<file path="config.mk">
export PLATFORM = sky130hd
export DESIGN_NAME = scale_window
export DESIGN_NICKNAME = d
export VERILOG_FILES = /design/src/rtl/scale_pkg.sv /design/src/rtl/delay_pipe.sv /design/src/rtl/scale_window.sv
export SDC_FILE = /design/constraint.sdc
export NUM_CORES = 1
export LEC_CHECK = 0
export ABC_AREA = 1
export CORE_MARGIN = 2
export CORE_UTILIZATION = 53
export DETAILED_ROUTE_END_ITERATION = 8
export PLACE_DENSITY_LB_ADDON = 0.2
export SLEW_MARGIN = 25
export SYNTH_ARGS = -nofsm -noshare
export SYNTH_HDL_FRONTEND = slang
export SYNTH_SLANG_ARGS = --single-unit
</file>
<file path="constraint.sdc">
create_clock -name clk_in -period 3.3 [get_ports clk_in]
set_input_delay 0.495 -clock clk_in [delete_from_list [all_inputs] [get_ports clk_in]]
set_output_delay 0.495 -clock clk_in [all_outputs]
set_load 0.03 [all_outputs]
</file>
<file path="src/rtl/scale_pkg.sv">
// Shared defaults and helpers for the scaled camera window.
// Holds source frame geometry and the scale-mode to factor mapping.
package scale_pkg;

  localparam int SRC_W_DEF = 240;
  localparam int SRC_H_DEF = 320;

  // Mode m replicates each source pixel (m+1) times in x and y.
  function automatic int unsigned scale_factor(input int unsigned mode);
    return mode + 1;
  endfunction

endpackage

</file>
<file path="src/rtl/delay_pipe.sv">
// Fixed-depth shift register with async active-low reset.
// Ports: clk_i, rst_n_i, d_i[WIDTH] in; q_o[WIDTH] = d_i delayed DEPTH cycles.
module delay_pipe #(
  parameter int WIDTH = 1,
  parameter int DEPTH = 1
) (
  input  logic             clk_i,
  input  logic             rst_n_i,
  input  logic [WIDTH-1:0] d_i,
  output logic [WIDTH-1:0] q_o
);

  logic [WIDTH-1:0] stage_q [DEPTH];

  always_ff @(posedge clk_i or negedge rst_n_i) begin
    if (!rst_n_i) begin
      for (int i = 0; i < DEPTH; i++) stage_q[i] <= '0;
    end else begin
      stage_q[0] <= d_i;
      for (int i = 1; i < DEPTH; i++) stage_q[i] <= stage_q[i-1];
    end
  end

  assign q_o = stage_q[DEPTH-1];

endmodule

</file>
<file path="src/rtl/scale_window.sv">
// Integer upscaler: maps display raster onto a stored frame by replication.
// Ports: raster/timing in, fb_addr_out/fb_data_in frame-buffer read, cam_out + timing out.
module scale_window
  import scale_pkg::*;
#(
  parameter int PIX_W   = 16,
  parameter int SRC_W   = SRC_W_DEF,
  parameter int SRC_H   = SRC_H_DEF,
  parameter int SCALE_W = 2,
  parameter int RD_LAT  = 2,
  localparam int ADDR_W = $clog2(SRC_W*SRC_H)
) (
  input  logic               clk_in,
  input  logic               rst_n_in,
  input  logic [SCALE_W-1:0] scale_in,
  input  logic [10:0]        hcount_in,
  input  logic [9:0]         vcount_in,
  input  logic               hsync_in,
  input  logic               vsync_in,
  input  logic               blank_in,
  output logic [ADDR_W-1:0]  fb_addr_out,
  input  logic [PIX_W-1:0]   fb_data_in,
  output logic [PIX_W-1:0]   cam_out,
  output logic               hsync_out,
  output logic               vsync_out,
  output logic               blank_out
);

  localparam int XW = $clog2(SRC_W+1);
  localparam int YW = $clog2(SRC_H+1);

  logic [SCALE_W-1:0] scale_q, scale_d;
  logic [SCALE_W-1:0] last_sub;
  logic [SCALE_W-1:0] sub_x_q, sub_x_d;
  logic [SCALE_W-1:0] sub_y_q, sub_y_d;
  logic [XW-1:0]      src_x_q, src_x_d;
  logic [YW-1:0]      src_y_q, src_y_d;
  logic [ADDR_W-1:0]  row_q, row_d;
  logic [ADDR_W-1:0]  addr_q, addr_d;
  logic [PIX_W-1:0]   cam_q, cam_d;
  logic               hs_q, vs_q, bl_q;
  logic               line_start, frame_start;
  logic               in_win;
  logic [3:0]         dly;

  assign line_start  = (hcount_in == '0);
  assign frame_start = line_start && (vcount_in == '0);

  // Scale is sampled once per frame so a frame never mixes factors.
  assign scale_d  = frame_start ? scale_in : scale_q;
  assign last_sub = SCALE_W'(scale_factor(32'(scale_q)) - 1);

  // Counters hold the mapping of the previous pixel; the _d values
  // are the mapping of the pixel currently on hcount_in/vcount_in.
  always_comb begin
    sub_x_d = sub_x_q;
    src_x_d = src_x_q;
    if (line_start) begin
      sub_x_d = '0;
      src_x_d = '0;
    end else if (sub_x_q == last_sub) begin
      sub_x_d = '0;
      if (src_x_q != XW'(SRC_W)) src_x_d = src_x_q + 1'b1;
    end else begin
      sub_x_d = sub_x_q + 1'b1;
    end
  end

  always_comb begin
    sub_y_d = sub_y_q;
    src_y_d = src_y_q;
    row_d   = row_q;
    if (frame_start) begin
      sub_y_d = '0;
      src_y_d = '0;
      row_d   = '0;
    end else if (line_start) begin
      if (sub_y_q == last_sub) begin
        sub_y_d = '0;
        if (src_y_q != YW'(SRC_H)) begin
          src_y_d = src_y_q + 1'b1;
          row_d   = row_q + ADDR_W'(SRC_W);
        end
      end else begin
        sub_y_d = sub_y_q + 1'b1;
      end
    end
  end

  assign in_win = (src_x_d < XW'(SRC_W)) && (src_y_d < YW'(SRC_H));
  assign addr_d = in_win ? row_d + ADDR_W'(src_x_d) : addr_q;

  // Window flag and timing ride along with the read so they meet
  // fb_data_in on the same cycle.
  delay_pipe #(
    .WIDTH(4),
    .DEPTH(RD_LAT+1)
  ) u_dly (
    .clk_i  (clk_in),
    .rst_n_i(rst_n_in),
    .d_i    ({in_win, hsync_in, vsync_in, blank_in}),
    .q_o    (dly)
  );

  assign cam_d = dly[3] ? fb_data_in : '0;

  always_ff @(posedge clk_in or negedge rst_n_in) begin
    if (!rst_n_in) begin
      scale_q <= '0;
      sub_x_q <= '0;
      sub_y_q <= '0;
      src_x_q <= '0;
      src_y_q <= '0;
      row_q   <= '0;
      addr_q  <= '0;
      cam_q   <= '0;
      hs_q    <= 1'b0;
      vs_q    <= 1'b0;
      bl_q    <= 1'b0;
    end else begin
      scale_q <= scale_d;
      sub_x_q <= sub_x_d;
      sub_y_q <= sub_y_d;
      src_x_q <= src_x_d;
      src_y_q <= src_y_d;
      row_q   <= row_d;
      addr_q  <= addr_d;
      cam_q   <= cam_d;
      hs_q    <= dly[2];
      vs_q    <= dly[1];
      bl_q    <= dly[0];
    end
  end

  assign fb_addr_out = addr_q;
  assign cam_out     = cam_q;
  assign hsync_out   = hs_q;
  assign vsync_out   = vs_q;
  assign blank_out   = bl_q;

endmodule

</file>
==> results, run 1 <==
- Global routing finished with a remaining overflow of 0.
- The floorplan has 33 rows.
- The total inserted antenna cells is 0.
- Hold timing on the final database bottoms out at a slack of 0.167 ns.
- In the final layout, the share of cells above drive strength 1 is 0.132.
- The power per standard cell area is 641 mW/mm^2.
- The clock network fraction of total power is 0.231.
- The finished layout holds 755 standard cells, fillers aside.
- The share of the clock period used by the worst path is 0.921.
- The most critical setup path has its startpoint at src_x_q[0]$_DFF_PN0_.
- The number of global-route vias before repair is 3708.
- For the worst setup path, the data required time is 3.56 ns.
- The clock latency of the later-clocked register in the worst-skew pair is 0.36 ns.
- Clock tree synthesis found a total of 88 sinks.
- Dividing the detail-routed wire length by the instance count gives 12.8 um.
- The TritonCTS buffer count is 9.
- The number of iterations in the first detailed-routing pass is 4.
- The count of H-tree levels built during CTS is 3.
- The floorplan step defined a core boundary enclosing 0.00822 mm^2.
- For this run, the number of Yosys warnings is 0.
- Counting flops with a built-in enable in the synthesized netlist gives 0.
- The post-detailed-routing wire length is 9.69 mm.
- The post-detailed-placement half-perimeter wirelength is 7.03 mm.
- The number of slew-limit violations in the final report is 0.
- The count of unique library cells instantiated by Yosys is 40.
- The initial antenna violation count came to 0.
- For this block, the via count after detailed routing is 3795.
- The share of total power dissipated in combinational logic is 0.388.
- The class of the most critical hold timing path is in2async.
- The share of the Yosys chip area taken by registers is 0.490.
- The data arrival time at the worst-slack endpoint is 3.29 ns.
- STA classifies the critical path endpoint as a flip-flop.
- In the final design database the tool counted 703 nets.
- The maximum clock frequency is 0.329 GHz.
- The initial utilization of the core area, before any placement, comes to 0.547.
- The count of hold buffers inserted by post-cts repair is 0.
- The total non-filler cell area in the finished layout is 0.00580 mm^2.
- The placed instances occupy a cell area of 0.00552 mm^2.
- For the pin with the worst max-slew slack, the measured transition is 0.799 ns.
- Setup violations remaining at the end of the flow were counted as 0.
- The most used flip-flop cell after synthesis is dfrtp_1.
- The cell-internal power is 2.35 mW.
- The critical path is of the reg2reg type.
- The I/O pin count is 80.
- The average vias per placed instance is 5.03.
- The number of buffers added on ports is 79.
- The mapped cell area is 0.00449 mm^2.
- Leaving out fill and tap cells, the most frequent cell in the layout is nand2_1.
- The number of hold violations in the final report is 0.
- When the netlist entered floorplanning its net count stood at 599.
- The residual antenna-violating net count after detailed routing is 0.
- The average footprint of a synthesized cell is 8.30 um^2.
- Entering global routing, the biggest net connects 89 pins.
- The TritonCTS clock tree is built.
- The first-pass GRT wire length is 16.2 mm.
- The worst-case vdd ir drop is 0.000488 V.
- Of the total power, the share spent switching nets is 0.369.
- The full die area is 0.00922 mm^2.
- The library cells used most frequently in the layout, excluding fill and tap cells, are nand2_1 (140), dfrtp_1 (88), inv_1 (83), clkdlybuf4s50_1 (78), nand3_1 (40).
- The height of the die is 96.0 um.
- The share of total power dissipated in sequential elements is 0.381.
- The nature of the critical path startpoint is a flip-flop.
- The synthesis-to-layout area growth is 29.1%.
- At the end of routability-driven placement, the weighted congestion stood at 0.853.
- The remaining routing DRC violations is 0.
- After clock tree synthesis, the clock-pin slew on the worst setup and hold paths is 0.09 ns.
- The number of violations of the max-capacitance limit is 0.
- The global routing usage summed across all routing layers is 0.226.
- The switching power is 1.37 mW.
- The horizontal die dimension is 96.0 um.
- The detailed router's first-iteration violation count is 254.
- Setup repair after global routing could not meet its margin everywhere.
- After filler insertion, the fill cell instance count of the layout stands at 622.
- The origin of the critical flop-to-flop path is src_x_q[0]$_DFF_PN0_.
- The post-placement cell count is 739.
- Along the worst path, the maximum fanout reaches 5.
- The maximum root-to-sink buffer count is 2.
- The normalized max-slew margin is 0.467.
- The analysis attributes to cell leakage a power of 3.11 nW.
- In this run, synthesis produced a sequential element count of 88.
- The clock arrives with 0.0107 ns of skew.
- The run finished with clean final reports.
- Counting I/O delays and the setup requirement, the final critical path takes 3.04 ns.
- The cell count after synthesis came out at 541.
- After synthesis, the share of flip-flops with an asynchronous set or reset is 1.00.
- CTS placed an instance of clkbuf_8 at the clock tree root.
-- per-layer routing --
metal | vias to the layer above | routed length [um] | track usage
met3 | 19 | 445 | 0.0384
li1 | 1905 | - | -
met4 | 0 | 206 | 0.0988
met5 | - | 0 | 0
met2 | 106 | 4690 | 0.380
met1 | 1765 | 4350 | 0.287
-- cell type report --
cell class | instances | area, um^2 | area share
clock buffers | 10 | 138 | 0.0237
clock inverters | 6 | 97.6 | 0.0168
inverters | 91 | 342 | 0.0589
multi-input cells | 351 | 1910 | 0.329
flip-flops and latches | 88 | 2200 | 0.380
well taps | 105 | 131 | 0.0227
repair buffers | 104 | 980 | 0.169
-- cell usage after synthesis (2+ instances only) --
| cell | count | share of area |
|---|---|---|
| nand2_1 | 140 | 0.12 |
| dfrtp_1 | 88 | 0.49 |
| inv_1 | 83 | 0.069 |
| nand3_1 | 40 | 0.045 |
| nor2_1 | 39 | 0.033 |
| o21ai_0 | 19 | 0.021 |
| a21oi_1 | 13 | 0.014 |
| ha_1 | 13 | 0.036 |
| nand4_1 | 10 | 0.014 |
| nor3_1 | 10 | 0.011 |
| nand2_2 | 9 | 0.013 |
| xor2_1 | 9 | 0.018 |
| inv_2 | 8 | 0.0067 |
| xnor2_1 | 7 | 0.014 |
| nor2_2 | 6 | 0.0084 |
| o21ai_1 | 6 | 0.0067 |
| nor2_4 | 5 | 0.013 |
| buf_6 | 4 | 0.010 |
| clkbuf_1 | 4 | 0.0033 |
| nand3_2 | 3 | 0.0067 |
| a211oi_1 | 2 | 0.0033 |
| a21o_1 | 2 | 0.0033 |
| buf_2 | 2 | 0.0022 |
| nor3b_1 | 2 | 0.0033 |
| o21bai_1 | 2 | 0.0033 |
-- cell families (layout without fill, tap and decap cells) --
group / after synthesis / count (layout) / share of synthesized area
AOI/OAI and AO/OA: 52 / 52 / 0.0691
DFF: 88 / 88 / 0.490
adders and majority gates: 14 / 14 / 0.0407
xor gates and xnor gates: 16 / 16 / 0.0312
and+or+nand+nor: 269 / 269 / 0.275
buffers and inverters: 102 / 211 / 0.0933
-- power by group through the flow --
stage               clock network, mW  registers [mW]  logic [mW]
floorplan                           0            1.67       0.608
global placement                    0            1.42        1.39
detailed placement                  0            1.43        1.42
global route                    0.920            1.44        1.59
CTS                             0.877            1.41        1.43
finish                          0.859            1.42        1.44
-- metrics by stage --
step	utilization	setup TNS, ns	total power, mW	setup slack, ns
after global routing	0.706	-0.0270	3.95	-0.0233
after detailed placement	0.672	-0.650	2.85	-0.156
after global placement	0.672	-0.279	2.81	-0.110
final	0.706	0	3.72	0.261
after floorplan	-	0	2.28	0.254
after CTS	0.701	0	3.72	0.161
-- sequential cells by signal (all words and copies together) (netlist names) --
register / count
fb_addr_out: 17
row_q: 17
cam_out: 16
src_y_q: 9
src_x_q: 8
u_dly.stage_q: 8
u_dly.q_o: 4
scale_q: 2
sub_x_q: 2
sub_y_q: 2
blank_out: 1
hsync_out: 1
vsync_out: 1
-- worst paths after layout --
check,endpoint,cells after the start,slack (ns)
setup / recovery,fb_addr_out[14]$_DFFE_PN0P_,18,0.26
hold / removal,sub_x_q[0]$_DFF_PN0_,1,0.17
setup reg to reg,fb_addr_out[14]$_DFFE_PN0P_,18,0.26
hold reg to reg,u_dly.stage_q[6]$_DFF_PN0_,0,0.36
max in group asynchronous,fb_addr_out[0]$_DFFE_PN0P_,1,2.56
min in group clk_in,u_dly.stage_q[6]$_DFF_PN0_,0,0.36
-- worst max-delay path, stage by stage, from the launching register on --
cell and delay (ns):
dfrtp_1 0.41, inv_1 0.07, ha_1 0.20, nand3_1 0.14, nor4_4 0.05, nor2_1 0.12
o21ai_0 0.10, a21oi_1 0.20, ha_1 0.21, inv_1 0.06, fa_1 0.37, o21bai_1 0.19
nand2_1 0.07, o211ai_1 0.16, nand3_2 0.18, nor2_4 0.16, nand3_1 0.10, nand3_1 0.10
nand2_1 0.05
-- repair_timing --
| item | CTS | global route |
|---|---|---|
| setup buffers | 0 | 0 |
| setup endpoints to repair | 0 | 7 |
| gates resized for setup | 0 | 9 |
Note: power is estimated with default switching activity, not from simulation.
==> run 2: changes to the inputs <==
--- a/config.mk
+++ b/config.mk
@@ -9,6 +9,7 @@
 export CORE_MARGIN = 2
 export CORE_UTILIZATION = 53
 export DETAILED_ROUTE_END_ITERATION = 8
+export GPL_ROUTABILITY_DRIVEN = 0
 export PLACE_DENSITY_LB_ADDON = 0.2
 export SLEW_MARGIN = 25
 export SYNTH_ARGS = -nofsm -noshare
==> results of run 2 <==
No change in the layout: final DEF, timing and power equal those of run 1.
